--- config.mk ---
export PLATFORM = sky130hd
export DESIGN_NAME = qpsk_bit_framer
export DESIGN_NICKNAME = d
export VERILOG_FILES = /design/src/rtl/qpsk_pkg.sv /design/src/rtl/qpsk_diff_enc.sv /design/src/rtl/qpsk_bit_framer.sv
export SDC_FILE = /design/constraint.sdc
export NUM_CORES = 1
export LEC_CHECK = 0
export CORE_MARGIN = 4
export CORE_UTILIZATION = 38
export CTS_CLUSTER_DIAMETER = 60
export DETAILED_ROUTE_END_ITERATION = 16
export PLACE_DENSITY_LB_ADDON = 0.05
export SYNTH_ARGS = -nofsm -noshare
export SYNTH_HDL_FRONTEND = slang
export SYNTH_SLANG_ARGS = --single-unit
export TNS_END_PERCENT = 20
--- constraint.sdc ---
create_clock -name clk -period 2.94 [get_ports clk]
set_input_delay 0.294 -clock clk [delete_from_list [all_inputs] [get_ports clk]]
set_output_delay 0.294 -clock clk [all_outputs]
set_load 0.01 [all_outputs]
--- src/rtl/qpsk_pkg.sv ---
// Shared types and helpers for the QPSK bit framer.
// Dibits are stored {Q,I}.
package qpsk_pkg;

    typedef enum logic [1:0] {
        ST_IDLE,
        ST_PREAMBLE,
        ST_PAYLOAD
    } framer_state_t;

    typedef logic [1:0] dibit_t;

    localparam logic [15:0] PREAMBLE_DEFAULT = 16'hF0A5;

    function automatic logic [1:0] gray2delta(input dibit_t d);
        logic [1:0] r;
        unique case (d)
            2'b00:   r = 2'd0;
            2'b01:   r = 2'd1;
            2'b11:   r = 2'd2;
            default: r = 2'd3;
        endcase
        return r;
    endfunction

    function automatic dibit_t phase2gray(input logic [1:0] p);
        dibit_t r;
        unique case (p)
            2'd0:    r = 2'b00;
            2'd1:    r = 2'b01;
            2'd2:    r = 2'b11;
            default: r = 2'b10;
        endcase
        return r;
    endfunction

    // Symbol k of a word, LSB-first: {bit[2k+1], bit[2k]} = {Q,I}.
    function automatic dibit_t word_dibit(
        input logic [15:0] w,
        input logic [2:0]  k
    );
        return w[{k, 1'b0} +: 2];
    endfunction

endpackage

--- src/rtl/qpsk_diff_enc.sv ---
// Differential Gray encoder: accumulates phase from each raw dibit.
// restart forces the phase base to zero for the symbol loaded that cycle.
module qpsk_diff_enc
    import qpsk_pkg::*;
(
    input  logic   clk,
    input  logic   rst,
    input  dibit_t dibit,
    input  logic   advance,
    input  logic   restart,
    output dibit_t dibit_o
);

    logic [1:0] phase_q;
    logic [1:0] phase_d;
    logic [1:0] base;
    logic [1:0] sum;

    always_comb begin
        base    = restart ? 2'd0 : phase_q;
        sum     = base + gray2delta(dibit);
        dibit_o = phase2gray(sum);
        phase_d = advance ? sum : base;
    end

    always_ff @(posedge clk) begin
        if (rst) begin
            phase_q <= 2'd0;
        end else begin
            phase_q <= phase_d;
        end
    end

endmodule

--- src/rtl/qpsk_bit_framer.sv ---
// Byte stream to QPSK dibit framer with preamble insertion.
// Output register holds the symbol on display; loads only on handshake.
module qpsk_bit_framer
    import qpsk_pkg::*;
#(
    parameter int          FRAME_BYTES = 32,
    parameter logic [15:0] PREAMBLE    = PREAMBLE_DEFAULT,
    parameter bit          DIFF_EN     = 1'b0
) (
    input  logic       clk,
    input  logic       rst,
    input  logic [7:0] in_data,
    input  logic       in_valid,
    output logic       in_ready,
    output logic       out_I,
    output logic       out_Q,
    output logic       out_valid,
    input  logic       out_ready
);

    localparam int CW = $clog2(FRAME_BYTES + 1);
    localparam logic [CW-1:0] LAST_BYTE = CW'(FRAME_BYTES);

    framer_state_t state_q, state_d;
    logic [2:0]    idx_q, idx_d;
    logic [CW-1:0] cnt_q, cnt_d;
    logic [7:0]    byte_q, byte_d;
    dibit_t        sym_q, sym_d;
    logic          valid_q, valid_d;

    dibit_t raw;
    dibit_t enc;
    logic   load;
    logic   restart;
    logic   take;
    logic   start;
    logic   fire;

    always_comb begin
        state_d  = state_q;
        idx_d    = idx_q;
        cnt_d    = cnt_q;
        byte_d   = byte_q;
        valid_d  = valid_q;
        raw      = '0;
        load     = 1'b0;
        restart  = 1'b0;
        take     = 1'b0;
        start    = 1'b0;
        in_ready = 1'b0;
        fire     = valid_q && out_ready;

        unique case (state_q)
            ST_IDLE: begin
                start = in_valid;
            end
            ST_PREAMBLE: begin
                if (fire) begin
                    if (idx_q == 3'd7) begin
                        state_d = ST_PAYLOAD;
                        take    = 1'b1;
                    end else begin
                        load  = 1'b1;
                        idx_d = idx_q + 3'd1;
                        raw   = word_dibit(PREAMBLE, idx_q + 3'd1);
                    end
                end
            end
            ST_PAYLOAD: begin
                if (!valid_q) begin
                    take = 1'b1;
                end else if (fire) begin
                    if (idx_q != 3'd3) begin
                        load  = 1'b1;
                        idx_d = idx_q + 3'd1;
                        raw   = word_dibit({8'h00, byte_q}, idx_q + 3'd1);
                    end else if (cnt_q == LAST_BYTE) begin
                        if (in_valid) begin
                            start = 1'b1;
                        end else begin
                            state_d = ST_IDLE;
                            valid_d = 1'b0;
                        end
                    end else begin
                        take = 1'b1;
                    end
                end
            end
            default: begin
                state_d = ST_IDLE;
                valid_d = 1'b0;
            end
        endcase

        if (start) begin
            state_d = ST_PREAMBLE;
            restart = 1'b1;
            load    = 1'b1;
            idx_d   = 3'd0;
            cnt_d   = '0;
            raw     = word_dibit(PREAMBLE, 3'd0);
        end

        // Byte slot free: accept now, or leave a bubble if none offered.
        if (take) begin
            in_ready = 1'b1;
            if (in_valid) begin
                load   = 1'b1;
                byte_d = in_data;
                idx_d  = 3'd0;
                cnt_d  = cnt_q + CW'(1);
                raw    = in_data[1:0];
            end else begin
                valid_d = 1'b0;
            end
        end

        if (load) begin
            valid_d = 1'b1;
        end
        sym_d = load ? enc : sym_q;
    end

    generate
        if (DIFF_EN) begin : g_diff
            qpsk_diff_enc u_enc (
                .clk     (clk),
                .rst     (rst),
                .dibit   (raw),
                .advance (load),
                .restart (restart),
                .dibit_o (enc)
            );
        end else begin : g_raw
            logic unused_restart;
            assign unused_restart = restart;
            assign enc = raw;
        end
    endgenerate

    always_ff @(posedge clk) begin
        if (rst) begin
            state_q <= ST_IDLE;
            idx_q   <= '0;
            cnt_q   <= '0;
            byte_q  <= '0;
            sym_q   <= '0;
            valid_q <= 1'b0;
        end else begin
            state_q <= state_d;
            idx_q   <= idx_d;
            cnt_q   <= cnt_d;
            byte_q  <= byte_d;
            sym_q   <= sym_d;
            valid_q <= valid_d;
        end
    end

    assign out_I     = sym_q[0];
    assign out_Q     = sym_q[1];
    assign out_valid = valid_q;

endmodule
# After elaboration in Yosys (flattened, before gate mapping)
# Index checks and enable logic that the tools add are counted.
[classes]
n_reduce_logical = 7
n_addsub = 2
n_mux = 61
n_eq_ne = 20
n_bitwise = 1
shifts = 2
[ops]
columns = ["op", "count"]
rows = [
  ["2-to-1 mux 2 bit", 15],
  ["2-to-1 mux 1 bit", 28],
  ["2-to-1 mux 3 bit", 8],
  ["inequality test 3 bit (second input constant)", 7],
  ["2-to-1 mux 6 bit", 3],
  ["inequality test 2 bit (second input constant)", 8],
  ["AND reduction 8 bit", 2],
  ["indexed part select 16 x 5 -> 2 bit", 1],
  ["indexed part select 16 x 5 -> 2 bit (first input constant)", 1],
  ["one-hot mux 1 bit (2 select lines)", 4],
  ["adder 6 x 1 -> 6 bit (second input constant)", 1],
  ["== test 6 bit (second input constant)", 1],
  ["one-hot mux 2 bit (3 select lines)", 1],
  ["one-hot mux 3 bit (2 select lines)", 1],
  ["one-hot mux 2 bit (2 select lines)", 1],
  ["OR reduction 2 bit", 2],
  ["adder 3 x 1 -> 3 bit (second input constant)", 1],
  ["== test 3 bit (second input constant)", 1],
  ["inequality test 3 x 2 -> 1 bit (second input constant)", 1],
  ["== test 2 x 1 -> 1 bit (second input constant)", 1],
  ["== test 2 bit (second input constant)", 1],
  ["logical NOT 2 bit", 1],
  ["AND reduction 2 bit", 1],
  ["logical AND 1 bit", 1],
  ["NOT 1 bit", 1],
]
[word_totals]
register_bits = 22
elab_cells = 100
inputBits = 12
out_inout_bits = 4

# Logic depth before layout (Yosys ltp)
[logic_depth]
depth_word = 10
ltp_mapped = 9
mapped_depth_nobuf = 7

# Least setup slack after synthesis
# No wires, ideal clock.
[synth_timing]
path_type = "register to register"
startpoint = "reg idx_q[0]"
endpoint = "reg valid_q, in the netlist out_valid"
stages_incl_launch_ff = 8
period_less_slack_ps = 2116
n_path_buf = 0
setup_ps = 70
slack_ps = 824
t_required_ps = 2870
t_arrival_ps = 2046
cell_sequence = "dfxtp_1 -> ha_1 -> ha_1 -> and4_1 -> o21ai_1 -> nand2_1 -> or4b_1 -> a21oi_1"
[synth_between]
elab_chain_len = 9
word_cells_on_any_way = 28
cone_classes = "2 x eq/ne; 26 x mux"
[synth_lines]
columns = ["item", "line", "rtl"]
rows = [
  ["from (decl)", "qpsk_bit_framer.sv:25", "logic [2:0] idx_q, idx_d;"],
  ["from (signal assigned)", "qpsk_bit_framer.sv:151", "idx_q <= idx_d;"],
  ["inequality test 3 x 2 -> 1 bit", "qpsk_bit_framer.sv:73", "if (idx_q != 3'd3) begin"],
  ["2-to-1 mux 1 bit", "qpsk_bit_framer.sv:73", ""],
  ["2-to-1 mux 1 bit", "qpsk_bit_framer.sv:72", "end else if (fire) begin"],
  ["2-to-1 mux 1 bit", "qpsk_bit_framer.sv:70", "if (!valid_q) begin"],
  ["one-hot mux 1 bit (2 select lines)", "qpsk_bit_framer.sv:53", "unique case (state_q)"],
  ["2-to-1 mux 1 bit", "qpsk_bit_framer.sv:95", "if (start) begin"],
  ["2-to-1 mux 1 bit", "qpsk_bit_framer.sv:107", "if (in_valid) begin"],
  ["2-to-1 mux 1 bit", "qpsk_bit_framer.sv:105", "if (take) begin"],
  ["2-to-1 mux 1 bit *", "qpsk_bit_framer.sv:118", "if (load) begin"],
  ["to (signal assigned)", "qpsk_bit_framer.sv:155", "valid_q <= valid_d;"],
  ["to (decl)", "qpsk_bit_framer.sv:29", "logic valid_q, valid_d;"],
]
# Every way passes the cells marked *; elsewhere a longest branch is shown, timed or not.
# A chain may end at the register's enable or synchronous reset.

# Worst setup path in the final report
[layout_timing]
startpoint = "reg idx_q[0]"
endpoint = "out in_ready"
[layout_between]
elab_chain_len = 6
word_cells_on_any_way = 9
cone_classes = "2 x eq/ne; 7 x mux"
[layout_lines]
columns = ["item", "line", "rtl"]
rows = [
  ["inequality test 3 x 2 -> 1 bit", "qpsk_bit_framer.sv:73", ""],
  ["2-to-1 mux 1 bit", "qpsk_bit_framer.sv:73", ""],
  ["2-to-1 mux 1 bit", "qpsk_bit_framer.sv:72", ""],
  ["2-to-1 mux 1 bit", "qpsk_bit_framer.sv:70", ""],
  ["one-hot mux 1 bit (2 select lines) *", "qpsk_bit_framer.sv:53", ""],
  ["2-to-1 mux 1 bit *", "qpsk_bit_framer.sv:105", ""],
  ["to (decl)", "qpsk_bit_framer.sv:14", "output logic in_ready,"],
]
# Marked as above.

==> results by group <==
Clock network
  • H-tree depth: 1
  • CTS max path bufs: 2
  • Cts-stage hold buffer count: 0
  • Clk Latency, worst-skew pair: 0.31 ns
  • Clk sinks: 22
  • CTS tree: yes
  • Number of post-CTS setup repair buffers: 0
  • Num CTS Buffers: 3
  • Worst-path clk slew: 0.13 ns
  • Clk root buf: clkbuf_4
  • Post-cts resize count: 0

Global routing
  • Largest net degree at the start of global routing: 21
  • Initial antenna violation count: 0
  • Global route total overflow: 0
  • All-Layer GR Usage: between 10% and 20%
  • Global-route wire length before repair: a little over 5 mm
  • Number of global-route vias before repair: between 1000 and 1500

Critical path
  • Cells on worst reg2reg path: 7
  • Beginning of the worst register-to-register path: idx_q[0]
  • Critical Setup Path Class: register to primary output
  • Reg2reg end: byte_q[6]
  • Arrival time worst endpoint: 2.32 ns
  • R2R Setup Slk: approximately 0.65 ns
  • Crit. End Element: primary output
  • Startpoint Class: register
  • Worst Path Required: 2.65 ns
  • CP max FO: 4

Finish
  • Commonest non-fill, non-tap cell in the layout: dfxtp_1
  • Share of cells above drive strength 1: between 6 and 7%
  • Fin util: between 40% and 50%
  • Area Growth Syn to Fin: 18.1%
  • Post-route cell area: approximately 1600 um2
  • Most frequent cells in the layout: dfxtp_1, nor2_1, clkdlybuf4s50_1
  • Finished Layout Cells: roughly 220
  • Fillers: between 300 and 400
  • N_diodes: 0
  • Nets: between 150 and 200

STA
  • Slew headroom: between 40 and 50%
  • Fin. Hold Viols: 0
  • Final period utilization: 89.0%
  • Worst Skew: ~0.0013 ns
  • Slew Limit Fails: 0
  • RSZ-0062 raised after global routing: false
  • Final setup vio count: 0
  • Slew of the pin with the lowest slew margin: 0.796 ns
  • Setup ws final: around 0.32 ns
  • Crit path time final: roughly 2.6 ns
  • WHS: approximately 0.5 ns
  • Setup TNS: 0 ns
  • Fmax: roughly 380 MHz

Run
  • Number of max-cap violations: 0

Floorplan
  • Die W: 67.7 um
  • Die Footprint: 4580 um2
  • Ports: 16
  • Core area: between 3000 and 4000 um2
  • Die height: approximately 68 um
  • Initial core utilization: approximately 40%
  • Core Rows: 21

Routing
  • Via count: between 1000 and 1500
  • Routed length per placed instance: around 13 um
  • Antenna Violating Nets Remaining: 0
  • Final WL: between 2 and 3 mm
  • First-pass DRT Iterations: 4
  • Vias per cell: between 5 and 6
  • Initial DRC count: between 50 and 60
  • Remaining DRCs: 0

Pwr
  • Final Power: around 640 uW
  • Pwr dens: around 400 nW/um2
  • Leakage power total: between 0.5 and 0.6 nW
  • VDD IR-drop max: 152 uV

Placement
  • DP Cell Count: roughly 210
  • Post-DP HPWL: approximately 2.2 mm
  • DP Worst Slack: a little under 0.6 ns
  • Dpl cell area: ~1500 um2
  • GPL Wtd Cong: about 0.8
  • Port bufs: 15

Yosys
  • Async set-reset flop share out of synthesis: 0%
  • Yosys reg bits: 22
  • Synth Warn #: 0
  • Count of different cell masters after synthesis: 36
  • EDFF count, synth: 0
  • Synthesized cell area: around 1400 um2
  • Cells after Synth: between 150 and 200
  • Syn_nets: 178
  • Average cell area after synthesis: about 8.7 um2
  • Sequential area share after synthesis: roughly a third
  • Prevailing post-synth register cell: dfxtp_1

Worst hold path
  • Hold WC Path Type: register to register
  • Hold depth: 2
  • Min-Delay Endpoint: sym_q[0]
  • Hold Startpoint: sym_q[0]

Run status
  • Status: complete, no violations
report_power, final:
group	total, mW	internal, mW	switching (mW)
clock network	0.236	0.138	0.0984
logic	0.0934	0.0451	0.0482
registers	0.313	0.305	0.00753
total	0.642	0.488	0.154
worst max-delay path by stage:
| stage | startpoint | end | slack, ns | depth (start not counted) |
|---|---|---|---|---|
| after floorplan | idx_q[0] | out_valid | 0.82 | 7 |
| final | idx_q[0] | in_ready | 0.32 | 6 |
| after CTS | idx_q[0] | in_ready | 0.27 | 6 |
| after global placement | out_ready | state_q[1] | 0.61 | 6 |
| after detailed placement | out_ready | state_q[1] | 0.58 | 6 |
| after global routing | idx_q[0] | in_ready | 0.16 | 6 |
critical path, stage by stage, from the launching register on:
cell             delay, ns
dfxtp_1               0.38
ha_1                  0.25
ha_1                  0.22
and4_1                0.22
o21ai_1               0.30
nand2_1               0.13
clkdlybuf4s50_1       0.50
flip-flops by register name, summed over array words and instances, names as in the netlist:
register / cells
byte_q: 8
out_valid: 1
state_q: 2
sym_q: 2
cnt_q: 6
idx_q: 3
layer usage:
metal / wire length [um] / up-vias / track usage (%) / share of wire [%]
met5: 0 / - / 0 / 0
met4: 16 / 0 / 4.56 / 0.56
met3: 81 / 2 / 2.16 / 2.8
met2: 1420 / 17 / 25.0 / 49
met1: 1360 / 530 / 18.2 / 47
li1: - / 585 / - / -
kinds of logic (layout without fill, tap and decap cells):
family / count (synthesis) / after routing / share of synthesized area (%)
simple gates: 61 / 61 / 24.6
compound gates: 34 / 34 / 17.1
flops: 22 / 22 / 32.6
buf+inv: 14 / 29 / 4.16
mux: 12 / 12 / 10.7
fa+ha+maj: 11 / 11 / 10.2
xor+xnor: 1 / 1 / 0.648
synth_stat cells, drive strengths merged (3+ instances only):
| cell | count | area [um2] |
|---|---|---|
| dfxtp | 22 | 440 |
| nor2 | 19 | 71.3 |
| ha | 11 | 138 |
| nand2 | 11 | 41.3 |
| a21oi | 10 | 61.3 |
| mux2i | 10 | 100 |
| inv | 9 | 33.8 |
| o21ai | 8 | 40.0 |
| nand3 | 7 | 35.0 |
| nand2b | 6 | 37.5 |
| nor3 | 6 | 30.0 |
| a211oi | 3 | 22.5 |
| a22oi | 3 | 22.5 |
| clkbuf | 3 | 12.5 |
| nor2b | 3 | 18.8 |
final cells by class:
type | count | area [um2] | area share (%)
clock buffer | 3 | 22.5 | 1.41
sequential | 22 | 440 | 27.6
tap | 46 | 57.6 | 3.60
multi-input combinational | 119 | 856 | 53.6
clock inverter | 1 | 30.0 | 1.88
inverter | 9 | 33.8 | 2.11
timing repair buffer | 16 | 158 | 9.87
(Power assumes the default switching activity.)
